<file path="src/rtl/hms_seg_scanner_pkg.sv">
// Shared constants for the hh:mm:ss seven-segment scanner: segment layout,
// digit codes (a..g only, dp handled separately) and scan geometry.
package hms_seg_scanner_pkg;

   localparam int NUM_DIGITS = 6;
   localparam int NUM_POS    = 8;
   localparam int BCD_W      = 4;

   // Bit positions inside the 8-bit seg_data word {a,b,c,d,e,f,g,dp}
   localparam int SEG_A_BIT  = 7;
   localparam int SEG_B_BIT  = 6;
   localparam int SEG_C_BIT  = 5;
   localparam int SEG_D_BIT  = 4;
   localparam int SEG_E_BIT  = 3;
   localparam int SEG_F_BIT  = 2;
   localparam int SEG_G_BIT  = 1;
   localparam int SEG_DP_BIT = 0;

   localparam logic [7:0] SEG_BLANK = 8'h00;
   localparam logic [7:0] SEG_DASH  = 8'h02;
   localparam logic [7:0] COM_OFF   = 8'hFF;
   localparam logic [7:0] COM_FIRST = 8'h80;

   // 7-bit a..g patterns, i.e. the 8-bit codes FC,60,DA,... without dp
   localparam logic [6:0] SEG7_0    = 7'h7E;
   localparam logic [6:0] SEG7_1    = 7'h30;
   localparam logic [6:0] SEG7_2    = 7'h6D;
   localparam logic [6:0] SEG7_3    = 7'h79;
   localparam logic [6:0] SEG7_4    = 7'h33;
   localparam logic [6:0] SEG7_5    = 7'h5B;
   localparam logic [6:0] SEG7_6    = 7'h5F;
   localparam logic [6:0] SEG7_7    = 7'h70;
   localparam logic [6:0] SEG7_8    = 7'h7F;
   localparam logic [6:0] SEG7_9    = 7'h7B;
   localparam logic [6:0] SEG7_DASH = 7'h01;

   typedef logic [BCD_W-1:0] bcd_t;
   typedef logic [2:0]       scan_idx_t;

   localparam scan_idx_t SCAN_FIRST = 3'd0;
   localparam scan_idx_t SCAN_LAST  = 3'd5;

endpackage

</file>
<file path="src/rtl/hms_seg_scanner_if.sv">
// Display-side bundle between the clock counters (master) and the segment
// scanner (slave).
interface hms_seg_scanner_if;
   import hms_seg_scanner_pkg::*;

   logic [BCD_W*NUM_DIGITS-1:0] digits_bcd;
   logic [NUM_DIGITS-1:0]       dp_mask;
   logic [NUM_DIGITS-1:0]       blink_mask;
   logic                        lz_blank;
   logic [NUM_POS-1:0]          seg_com;
   logic [7:0]                  seg_data;
   logic                        frame_start;

   modport master (
      output digits_bcd, dp_mask, blink_mask, lz_blank,
      input  seg_com, seg_data, frame_start
   );

   modport slave (
      input  digits_bcd, dp_mask, blink_mask, lz_blank,
      output seg_com, seg_data, frame_start
   );

endinterface

</file>
<file path="src/rtl/bcd_to_seg7.sv">
// Combinational BCD to a..g decoder; codes 10-15 render as a dash.
module bcd_to_seg7
   import hms_seg_scanner_pkg::*;
(
   input  bcd_t       bcd,
   output logic [6:0] seg
);

   // Digit lookup
   always_comb begin
      seg = SEG7_DASH;
      case (bcd)
         4'd0:    seg = SEG7_0;
         4'd1:    seg = SEG7_1;
         4'd2:    seg = SEG7_2;
         4'd3:    seg = SEG7_3;
         4'd4:    seg = SEG7_4;
         4'd5:    seg = SEG7_5;
         4'd6:    seg = SEG7_6;
         4'd7:    seg = SEG7_7;
         4'd8:    seg = SEG7_8;
         4'd9:    seg = SEG7_9;
         default: seg = SEG7_DASH;
      endcase
   end

endmodule

</file>
<file path="src/rtl/hms_seg_scanner.sv">
// Time-multiplexes a per-frame snapshot of six BCD digits onto an 8-position
// common-cathode bank, with leading-zero blanking and set-mode blinking.
module hms_seg_scanner
   import hms_seg_scanner_pkg::*;
#(
   parameter int SCAN_DIV     = 1,
   parameter int BLINK_FRAMES = 500
) (
   input  logic               clk,
   input  logic               rst,
   hms_seg_scanner_if.slave   bus
);

   localparam int PW = $clog2(SCAN_DIV) + 1;
   localparam int FW = $clog2(BLINK_FRAMES) + 1;
   localparam logic [PW-1:0] PRESC_LAST = PW'(SCAN_DIV - 1);
   localparam logic [FW-1:0] FRAME_LAST = FW'(BLINK_FRAMES - 1);

   logic [PW-1:0]               presc_r;
   scan_idx_t                   scan_idx_r;
   logic [BCD_W*NUM_DIGITS-1:0] digits_snap_r;
   logic [NUM_DIGITS-1:0]       dp_snap_r;
   logic [FW-1:0]               frame_cnt_r;
   logic                        blink_phase_r;
   logic [NUM_POS-1:0]          seg_com_r;
   logic [7:0]                  seg_data_r;
   logic                        frame_start_r;

   logic                        tick_s;
   logic                        boundary_s;
   bcd_t                        digit_s;
   logic                        dp_s;
   logic                        blink_en_s;
   logic                        blank_s;
   logic [6:0]                  seg7_s;
   logic [NUM_POS-1:0]          seg_com_nxt_s;
   logic [7:0]                  seg_data_nxt_s;

   assign tick_s     = (presc_r == PRESC_LAST);
   assign boundary_s = tick_s && (scan_idx_r == SCAN_LAST);

   // Prescaler and scan position
   always_ff @(posedge clk) begin
      if (rst) begin
         presc_r    <= {PW{1'b0}};
         scan_idx_r <= SCAN_FIRST;
      end else if (tick_s) begin
         presc_r    <= {PW{1'b0}};
         scan_idx_r <= (scan_idx_r == SCAN_LAST) ? SCAN_FIRST : scan_idx_r + 3'd1;
      end else begin
         presc_r    <= presc_r + PW'(1);
      end
   end

   // Frame snapshot and blink timebase; digits are only sampled at the frame boundary
   always_ff @(posedge clk) begin
      if (rst) begin
         digits_snap_r <= {(BCD_W*NUM_DIGITS){1'b0}};
         dp_snap_r     <= {NUM_DIGITS{1'b0}};
         frame_cnt_r   <= {FW{1'b0}};
         blink_phase_r <= 1'b0;
         frame_start_r <= 1'b0;
      end else begin
         frame_start_r <= boundary_s;
         if (boundary_s) begin
            digits_snap_r <= bus.digits_bcd;
            dp_snap_r     <= bus.dp_mask;
            if (frame_cnt_r == FRAME_LAST) begin
               frame_cnt_r   <= {FW{1'b0}};
               blink_phase_r <= ~blink_phase_r;
            end else begin
               frame_cnt_r   <= frame_cnt_r + FW'(1);
            end
         end
      end
   end

   // Select the active digit; blink_mask is live, digit and dp come from the snapshot
   always_comb begin
      digit_s    = 4'd0;
      dp_s       = 1'b0;
      blink_en_s = 1'b0;
      case (scan_idx_r)
         3'd0: begin digit_s = digits_snap_r[3:0];   dp_s = dp_snap_r[0]; blink_en_s = bus.blink_mask[0]; end
         3'd1: begin digit_s = digits_snap_r[7:4];   dp_s = dp_snap_r[1]; blink_en_s = bus.blink_mask[1]; end
         3'd2: begin digit_s = digits_snap_r[11:8];  dp_s = dp_snap_r[2]; blink_en_s = bus.blink_mask[2]; end
         3'd3: begin digit_s = digits_snap_r[15:12]; dp_s = dp_snap_r[3]; blink_en_s = bus.blink_mask[3]; end
         3'd4: begin digit_s = digits_snap_r[19:16]; dp_s = dp_snap_r[4]; blink_en_s = bus.blink_mask[4]; end
         3'd5: begin digit_s = digits_snap_r[23:20]; dp_s = dp_snap_r[5]; blink_en_s = bus.blink_mask[5]; end
         default: begin digit_s = 4'd0; dp_s = 1'b0; blink_en_s = 1'b0; end
      endcase
   end

   bcd_to_seg7 u_dec (
      .bcd (digit_s),
      .seg (seg7_s)
   );

   // Pin values for the current position; blanking also kills the dp
   always_comb begin
      blank_s = (blink_phase_r && blink_en_s) ||
                (bus.lz_blank && (scan_idx_r == SCAN_LAST) && (digit_s == 4'd0));
      seg_com_nxt_s = ~(COM_FIRST >> scan_idx_r);
      if (blank_s) begin
         seg_data_nxt_s = SEG_BLANK;
      end else begin
         seg_data_nxt_s = {seg7_s, dp_s};
      end
   end

   // Output registers
   always_ff @(posedge clk) begin
      if (rst) begin
         seg_com_r  <= COM_OFF;
         seg_data_r <= SEG_BLANK;
      end else begin
         seg_com_r  <= seg_com_nxt_s;
         seg_data_r <= seg_data_nxt_s;
      end
   end

   assign bus.seg_com     = seg_com_r;
   assign bus.seg_data    = seg_data_r;
   assign bus.frame_start = frame_start_r;

endmodule

</file>
<file path="src/flat_wrapper.sv">
// flat-port wrapper written by rule: the top's interface ports become plain ports
module hms_seg_scanner_flat import hms_seg_scanner_pkg::*;
#(
   parameter int SCAN_DIV     = 1,
   parameter int BLINK_FRAMES = 500
)
  (clk, rst, bus_digits_bcd, bus_dp_mask, bus_blink_mask, bus_lz_blank, bus_seg_com, bus_seg_data, bus_frame_start);
  hms_seg_scanner_if bus_i ();
  input  logic clk;
  input  logic rst;
  input wire logic [$bits(bus_i.digits_bcd)-1:0] bus_digits_bcd;
  input wire logic [$bits(bus_i.dp_mask)-1:0] bus_dp_mask;
  input wire logic [$bits(bus_i.blink_mask)-1:0] bus_blink_mask;
  input wire logic [$bits(bus_i.lz_blank)-1:0] bus_lz_blank;
  output wire logic [$bits(bus_i.seg_com)-1:0] bus_seg_com;
  output wire logic [$bits(bus_i.seg_data)-1:0] bus_seg_data;
  output wire logic [$bits(bus_i.frame_start)-1:0] bus_frame_start;
  assign bus_i.digits_bcd = bus_digits_bcd;
  assign bus_i.dp_mask = bus_dp_mask;
  assign bus_i.blink_mask = bus_blink_mask;
  assign bus_i.lz_blank = bus_lz_blank;
  assign bus_seg_com = bus_i.seg_com;
  assign bus_seg_data = bus_i.seg_data;
  assign bus_frame_start = bus_i.frame_start;
  hms_seg_scanner #(.SCAN_DIV(SCAN_DIV), .BLINK_FRAMES(BLINK_FRAMES)) u_core (.clk(clk), .rst(rst), .bus(bus_i));
endmodule
</file>
<file path="config.mk">
export PLATFORM = sky130hd
export DESIGN_NAME = hms_seg_scanner_flat
export DESIGN_NICKNAME = d
export VERILOG_FILES = /design/src/rtl/hms_seg_scanner_pkg.sv /design/src/rtl/hms_seg_scanner_if.sv /design/src/rtl/bcd_to_seg7.sv /design/src/rtl/hms_seg_scanner.sv /design/src/flat_wrapper.sv
export SDC_FILE = /design/constraint.sdc
export NUM_CORES = 1
export LEC_CHECK = 0
export ABC_AREA = 1
export CELL_PAD_IN_SITES_DETAIL_PLACEMENT = 1
export CELL_PAD_IN_SITES_GLOBAL_PLACEMENT = 1
export CORE_UTILIZATION = 23
export DETAILED_ROUTE_END_ITERATION = 7
export HOLD_SLACK_MARGIN = 0.05
export PLACE_DENSITY_LB_ADDON = 0.1
export SLEW_MARGIN = 15
export SYNTH_ARGS = -nofsm -noshare
export SYNTH_HDL_FRONTEND = slang
export SYNTH_SLANG_ARGS = --single-unit
</file>
<file path="constraint.sdc">
create_clock -name clk -period 2.9 [get_ports clk]
set_input_delay 0.58 -clock clk [delete_from_list [all_inputs] [get_ports clk]]
set_output_delay 0.58 -clock clk [all_outputs]
set_load 0.02 [all_outputs]
</file>
* After elaboration in Yosys (flattened, before gate mapping) *
Memories as Yosys holds them, arrays and structs flattened. A register that Yosys moved wholly into a read port is not among the register bits.
Cells that the tools add are included.

word-level totals
  logic and storage cells = 38
  output and inout port bits = 17
  bits in read-only memories = 112
  memories = 1
  input bits = 39
  register bits after elaboration = 62

memory list
  memory           depth  bits a word  rd ports  clocked after Yosys merged registers in  write ports  RTL line           source
  (no name shown)  16     7            1         1                                        0            bcd_to_seg7.sv:12  case (bcd)

operators by class
  reduce and logical (&&, ||, !) cells = 10
  $add $sub $neg = 3
  shift operators = 1
  bitwise gates (word level) = 3
  equality and inequality tests = 6
  multiplexer cells = 5

operator list
  operator                 count
  $pmux W4 S6              1
  $pmux W1 S6              2
  $add A10 B1 Y10 const B  1
  $eq A10 B9 Y1 const B    1
  $mux W10                 1
  $not A8 Y8               1
  $shr A8 B3 Y8 const A    1
  $eq A3 B2 Y1 const B     2
  $eq A3 B3 Y1 const B     2
  $logic_and A1 B1 Y1      4
  $logic_not A4 Y1         1
  $reduce_or A2 Y1         2
  $add A3 B1 Y3 const B    1
  $eq A3 B1 Y1 const B     1
  $logic_not A3 Y1         1
  $mux W3                  1
  $not A1 Y1               2
  $reduce_and A2 Y1        1
  $add A1 B1 Y1 const B    1
  $logic_or A1 B1 Y1       1

* Longest topological paths before layout *
Gate-level depths: netlist (run 1).

  depth in word-level cells = 6
  depth in mapped cells = 16
  depth with buffers taken out = 15

* By module *
A second synthesis (run 1) with hierarchy kept.

second synthesis, totals
  cells, all modules = 399
  area, all modules = 2,780.2 µm²

by module, submodules not included
  module           area an instance (µm²)  times used  cells each
  hms_seg_scanner  2,587.5                 1           363
  bcd_to_seg7      192.7                   1           36

* Least setup slack after synthesis (run 1) *
OpenSTA, ideal clock, no wires.

  kind = register to register
  start point = register u_core.scan_idx_r[2]
  end point = register u_core.seg_data_r[2] (netlist: u_core.bus.seg_data[2])
  data arrival time = 1.914 ns
  path slack = 0.873 ns
  cell stages (with the launch flop) = 13
  cell sequence = dfxtp_1 -> buf_6 -> inv_8 -> ha_1 -> nand2_1 -> a21boi_0 -> nand3b_1 -> nand2_1 -> ha_1 -> a21boi_2 -> nand2_2 -> nand3_2 -> nor2_1

between the ends
  longest elaborated chain between the ends = 6
  elaborated cells between the ends (all ways) = 14
  classes of those cells = eq/ne: 5; mux: 2; reduce/logical: 7

ends and longest elaborated chain
  element                                     RTL line                                       source
  start: declaration                          hms_seg_scanner.sv:20                          scan_idx_t scan_idx_r;
  start signal: assignment                    hms_seg_scanner.sv:49                          scan_idx_r <= (scan_idx_r == SCAN_LAST) ? SCAN_FIRST : scan_idx_r + 3'd1;
  $eq A3 B3 Y1, or another cell as far along  hms_seg_scanner.sv:83, hms_seg_scanner.sv:102
  $pmux W4 S6                                 hms_seg_scanner.sv:83                          case (scan_idx_r)
  $logic_not A4 Y1                            hms_seg_scanner.sv:102                         (bus.lz_blank && (scan_idx_r == SCAN_LAST) && (digit_s == 4'd0));
  $logic_and A1 B1 Y1                         hms_seg_scanner.sv:102
  $logic_or A1 B1 Y1                          hms_seg_scanner.sv:101                         blank_s = (blink_phase_r && blink_en_s) ||
  $reduce_or A2 Y1 (no line)                  -
  end: declaration                            hms_seg_scanner.sv:26                          logic [7:0] seg_data_r;

Parallel ways exist; a longest one is shown, timed or not.
A chain may end at the register's enable or synchronous reset.

* Final worst setup path (run 1) *
  start point = register u_core.scan_idx_r[0]
  end point = register u_core.seg_data_r[4] (netlist: u_core.bus.seg_data[4])

The elaborated chain is that of the path after synthesis.

==> results of run 1 <==
power breakdown:
part           leakage (nW)  total [mW]  internal [mW]  switching (mW)
clock                 0.124       0.917          0.557           0.360
combinational          1.06       0.216          0.101           0.115
sequential            0.504       0.896          0.878          0.0173
total                  1.69        2.03           1.54           0.493
flip-flops by register name, indices dropped and copies added (netlist names):
signal and count:
u_core.blink_phase_r 1, u_core.bus.frame_start 1, u_core.bus.seg_com 8, u_core.bus.seg_data 8, u_core.digits_snap_r 24, u_core.dp_snap_r 6
u_core.frame_cnt_r 10, u_core.presc_r 1, u_core.scan_idx_r 3
through the flow:
step	hold slack (ns)	instances	worst slack [ns]	cell area, sq um	util, %
after floorplan	0.425	376	0.873	2860	-
after CTS	0.477	603	0.532	3830	31.8
after detailed placement	0.468	590	0.530	3590	29.7
after global routing	0.507	603	0.304	3830	31.8
final	0.473	603	0.548	3830	31.8
after global placement	0.452	590	0.697	3590	29.7
final timing paths:
path	start	end	slack, ns	cells after the start
worst max-delay path	u_core.scan_idx_r[0]$_SDFFE_PP0N_	u_core.bus.seg_data[4]$_SDFF_PP0_	0.55	12
worst min-delay path	u_core.digits_snap_r[5]$_SDFFE_PP0P_	u_core.digits_snap_r[5]$_SDFFE_PP0P_	0.47	2
worst max register to register	u_core.scan_idx_r[0]$_SDFFE_PP0N_	u_core.bus.seg_data[4]$_SDFF_PP0_	0.55	12
worst min register to register	u_core.digits_snap_r[5]$_SDFFE_PP0P_	u_core.digits_snap_r[5]$_SDFFE_PP0P_	0.47	2
cells in the final DEF, fill, tap and decap left out, drive strengths merged:
cell,n
a211oi,1
a21boi,4
a21o,1
a21oi,10
a22o,1
a31oi,1
buf,4
clkbuf,10
clkdlybuf4s50,55
clkinv,3
conb,1
dfxtp,62
ha,8
inv,29
nand2,74
nand3,12
nand3b,1
nand4,8
nor2,101
nor3,3
nor3b,3
o21ai,38
or2,1
xor2,4
metal layers:
layer / global-route usage, % / vias up / wire length, microns
li1: - / 1304 / -
met1: 18.5 / 1152 / 4070
met2: 20.9 / 56 / 3590
met3: 4.99 / 11 / 369
met4: 5.26 / 0 / 89
met5: 0 / - / 0
cell families after synthesis:
family / count (synthesis)
AND/OR/NAND/NOR: 203
buffers and inverters: 42
XOR/XNOR: 4
flip-flops: 62
AO/OA/AOI/OAI: 56
other: 1
adder cells (fa/ha/maj): 8
area by class of cell:
type | count | share of cell area, %
Multi-Input combinational cell | 272 | 37.1
Timing Repair Buffer | 59 | 15.5
Sequential cell | 62 | 32.4
Clock inverter | 3 | 0.392
Clock buffer | 10 | 5.98
Inverter | 29 | 3.10
Tap cell | 168 | 5.49
critical path: cells and delay by family (launching register included):
kind	cells	cell delay, ns
AND/OR/NAND/NOR	7	0.75
flip-flops	1	0.55
adder cells (fa/ha/maj)	2	0.57
AO/OA/AOI/OAI	2	0.31
buffers and inverters	1	0.09
==> flow_summary.toml, run 1 <==
[die]
floorplan.die_area_sq_mm = 0.0129
die_x_microns = 114
std_cell_rows = 40
floorplan.io_pins = 56
start_util_pct = 23.7
die_h_microns = 114
core_area_sq_mm = 0.0121

[synth]
synth.top_cells.by_count = "93 x nor2_1, 63 x nand2_1, 62 x dfxtp_1"
ys_async_sr_fraction_pct = 0
syn_warnings = 0
syn-num-nets = 423
postSynthCellCount = 376
synth-adder-area-share_pct = 3.50
flop_and_latch_count_out_of_synthesis = 62
average_cell_area_after_synthesis_sq_um = 7.61
synth_ff_type = "dfxtp_1"
synthDominantCellAreaShare_pct = 43.4
synth.area.top_cells = "dfxtp_1 43%, nor2_1 12%, nand2_1 8.3%"
synth_compound_gate_area_share_pct = 11.3
yosys.area_share.xor_xnor_pct = 1.22
yosysSeqAreaShare_pct = 43.4
dominant_cell_by_count_in_the_synthesized_netlist = "nor2_1"
synth_top_area_cell = "dfxtp_1"
synth_area_sq_mm = 0.00286
post_synth_mux_area_share_pct = 0
post_synthesis_simple_gate_area_fraction_pct = 33.6
synth_top_family_by_area = "simple AND/OR/NAND/NOR gates"
synth-edff-count = 0
post_synth_num_cell_types = 39

[drt]
route.detailed.vias_per_inst = 4.18
drc = 0
routed_wl_microns = 8120
wl_per_cell_microns = 13.5
first_pass_iters = 4
detail_route.iter0.violations = 88
via_count = 2523
antenna_left = 0

[worst_hold_path]
hold_path_class = "flip-flop to flip-flop"

[sta]
min_period_over_period_pct = 81.1
finalSetupTns_ns = 0
drv_slew = 0
timing_worst_slew_pin_value_ns = 0.616
timing.fmax_mhz = 425
relSlewSlack_pct = 58.9
finalSetupViolCount = 0
rsz0062_at_grt = "false"
period_minus_ws_final_ns = 2.35
timing.clock.skew_ns = 0.00782
final_hold_viol_count = 0

[critical_path]
critPathCaptureType = "flip-flop"
worst_path_max_delay_cell = "dfxtp_1"
cp.required_ns = 3.17
crit_path_max_fanout = 8
crit_chain = "nand2_1 > inv_1 > ha_1 > nand2_1 > a21boi_0 > nand3b_1 > nand2_1 > ha_1 > a21boi_2 > nand2_2 > nand3_2 > nor2_1"
startpoint_type = "flip-flop"
setup.worst_path.class = "flip-flop to flip-flop"
path_common_cell = "nand2_1"
critPathMaxStageDelay_ns = 0.55
cp_data_arrival_time_ns = 2.62

[clock_tree]
tritoncts.num_buffers = 9
holdBufCountCts = 0
cts_setup_buffers = 0
path_clk_slew_ns = 0.05
post_cts.resized_instances = 0
cts-root-to-sink-buffers = 2
cts_tree = "done"
insertion_delay_ns = 0.34
maximum_level_of_the_cts_h_tree = 3
clock-sinks = 62
ctsRootBufferMaster = "clkbuf_16"

[place]
port_buffers = 55
hpwl_microns = 6170
gpl_congestion = 0.784

[power_and_ir_drop]
power.density_mw_per_mm2 = 530
total_leakage_power_nw = 1.69
finalPower_mw = 2.03
worst_ir_drop_on_vdd_uv = 285

[global_route]
first_global_vias = 2545
grt.overflow.total = 0
grt_pass1_wl_microns = 13400
all_layer_gr_usage_pct = 14.0
grt_start_max_net_pins = 38
grt_antenna_before_repair = 0

[cells_and_area]
multi_input_area_sq_mm = 0.00142
antenna_cells_inserted = 0
areaGrowthSynthToFinish_pct = 33.9
regArea_sq_mm = 0.00124
nNetsFinal = 480
layout.filler_cells = 1457
drive_gt1_share_pct = 12.0

[status]
status = "finished clean"

[run]
max-cap-violations = 0
(Power assumes the default switching activity.)
==> inputs of run 2 (changes only) <==
==> constraint.sdc (replaced) <==
create_clock -name clk -period 2.42 [get_ports clk]
set_input_delay 0.484 -clock clk [delete_from_list [all_inputs] [get_ports clk]]
set_output_delay 0.484 -clock clk [all_outputs]
set_load 0.02 [all_outputs]
==> run 2 against run 1 <==
Against the previous run:
- sequential power increased by 19%
- sequential share of layout area decreased by 0.32 points
- global-route usage decreased by 0.10 points
- clock skew decreased by 0.0029 ns
==> flow_summary.toml, run 2 (synthesized netlist as in run 1, its figures left out) <==
[cells_and_area]
largest_register_ff_count = 24
antenna_cells_inserted = 0
drive_gt1_share_pct = 13.6
layout.filler_cells = 1489
final_cell_mix = "93 x nor2_1, 63 x nand2_1, 61 x dfxtp_1, 55 x clkdlybuf4s50_1, 36 x o21ai_0"
fin_util_pct = 32.1
largest_register_by_flop_count = "u_core.digits_snap_r"
finish.cell_count_without_fillers = 610
regArea_sq_mm = 0.00124
multi_input_area_sq_mm = 0.00142
nNetsFinal = 484
reg.largest.list = "u_core.digits_snap_r (24), u_core.frame_cnt_r (10)"
most_common_cell_after_layout_fill_and_taps_aside = "nor2_1"
areaGrowthSynthToFinish_pct = 35.4

[drt]
detail_route.iter0.violations = 47
via_count = 2515
drc = 0
routed_wl_microns = 8090
first_pass_iters = 4
wl_per_cell_microns = 13.3
route.detailed.vias_per_inst = 4.12
antenna_left = 0

[critical_path]
critPathCaptureType = "flip-flop"
worst-r2r-setup-slack_ns = 0.27
worst_path_max_delay_cell = "dfxtp_1"
crit_chain = "inv_8 > ha_1 > nand2_1 > a21boi_0 > nand3b_1 > nand2_1 > ha_1 > a21boi_2 > nand2_2 > nand3_2 > nor2_1"
crit_path_max_fanout = 10
startpoint_type = "flip-flop"
cp_data_arrival_time_ns = 2.37
setup.worst_path.class = "flip-flop to flip-flop"
critPathMaxStageDelay_ns = 0.43
cp.required_ns = 2.64

[sta]
timing.fmax_mhz = 466
timing.clock.skew_ns = 0.00495
final_hold_viol_count = 0
period_minus_ws_final_ns = 2.15
min_period_over_period_pct = 88.8
rsz0062_at_grt = "false"
finalSetupTns_ns = 0
relSlewSlack_pct = 59.0
fin_ws_ns = 0.272
finalSetupViolCount = 0
drv_slew = 0
timing_worst_slew_pin_value_ns = 0.614

[die]
std_cell_rows = 40
floorplan.die_area_sq_mm = 0.0129
die_h_microns = 114
core_area_sq_mm = 0.0121
floorplan.io_pins = 56
start_util_pct = 23.7
die_x_microns = 114

[worst_hold_path]
hold_path_class = "flip-flop to flip-flop"

[power_and_ir_drop]
power.density_mw_per_mm2 = 646
combPwrFrac_pct = 10.6
cellInternalPower_mw = 1.89
worst_ir_drop_on_vdd_uv = 213
finalPower_mw = 2.50
power.switching_fraction_pct = 24.6
power_switching_mw = 0.614
total_leakage_power_nw = 1.72
power_frac_clock_pct = 46.6
seqPwrFrac_pct = 42.8

[place]
dp_cells = 594
dp_slack_ns = 0.175
hpwl_microns = 6140
port_buffers = 55
gpl_congestion = 0.773

[clock_tree]
maximum_level_of_the_cts_h_tree = 3
cts_tree = "done"
path_clk_slew_ns = 0.05
ctsRootBufferMaster = "clkbuf_16"
clock-sinks = 62
tritoncts.num_buffers = 9
insertion_delay_ns = 0.33
cts-root-to-sink-buffers = 2

[status]
status = "finished clean"

[global_route]
grt_antenna_before_repair = 0
first_global_vias = 2558
all_layer_gr_usage_pct = 13.9
grt.overflow.total = 0
grt_start_max_net_pins = 38
grt_pass1_wl_microns = 13300

[run]
max-cap-violations = 0
==> run 2: cell types whose count changed in the layout (fill, tap and decap cells not counted), sizes merged <==
cell    delta
clkinv     +2
buf        +4
clkbuf     +1
==> run 2: worst max-delay path, delay by kind of cell (launching register included) <==
kind	cells	cell delay [ns]
adder cells (fa/ha/maj)	2	0.51
buffers and inverters	1	0.07
flip-flops	1	0.43
AO/OA/AOI/OAI	2	0.37
AND/OR/NAND/NOR	6	0.65
==> run 2: final timing paths <==
check	start	to	cells after the start
setup / recovery	u_core.scan_idx_r[2]$_SDFFE_PP0N_	u_core.bus.seg_data[5]$_SDFF_PP0_	11
setup reg to reg	u_core.scan_idx_r[2]$_SDFFE_PP0N_	u_core.bus.seg_data[5]$_SDFF_PP0_	11
hold / removal	u_core.digits_snap_r[21]$_SDFFE_PP0P_	u_core.digits_snap_r[21]$_SDFFE_PP0P_	2
hold reg to reg	u_core.digits_snap_r[21]$_SDFFE_PP0P_	u_core.digits_snap_r[21]$_SDFFE_PP0P_	2
==> run 2: power groups by stage <==
| stage | Combinational (mW) | Clock, mW | Sequential [mW] |
|---|---|---|---|
| global placement | 0.268 | 0 | 1.09 |
| global route | 0.296 | 1.27 | 1.07 |
| finish | 0.266 | 1.17 | 1.07 |
| CTS | 0.271 | 1.21 | 1.07 |
| detailed placement | 0.270 | 0 | 1.09 |
| floorplan | 0.125 | 0 | 1.10 |
==> run 2: area by class of cell <==
type	count	share of cell area [%]
flip-flops and latches	62	32.1
repair buffers	63	15.8
clock buffers	11	6.27
clock inverters	5	0.646
inverters	29	3.07
well taps	168	5.43
multi-input cells	272	36.7
==> run 2: per-stage QoR <==
step | instance area, sq um | hold slack, ns
detailed placement | 3600 | 0.450
finish | 3870 | 0.455
CTS | 3870 | 0.458
floorplan | 2860 | 0.425
global route | 3870 | 0.491
global placement | 3600 | 0.446
==> run 2: per-layer routing <==
layer	vias to the layer above	track usage [%]	part of all wire [%]
met2	45	20.4	43
li1	1325	-	-
met1	1133	18.8	51
met5	-	0	0
met3	12	3.45	3.7
met4	0	7.37	2.3
==> run 2: timing repair <==
| action | 4_1_cts | 5_1_grt |
|---|---|---|
| hold buffers | 0 | 0 |
| setup endpoints to repair | 0 | 7 |
| endpoints found under the hold margin | 0 | 0 |
| gates resized for setup | 0 | 1 |
| buffers inserted | 0 | 0 |
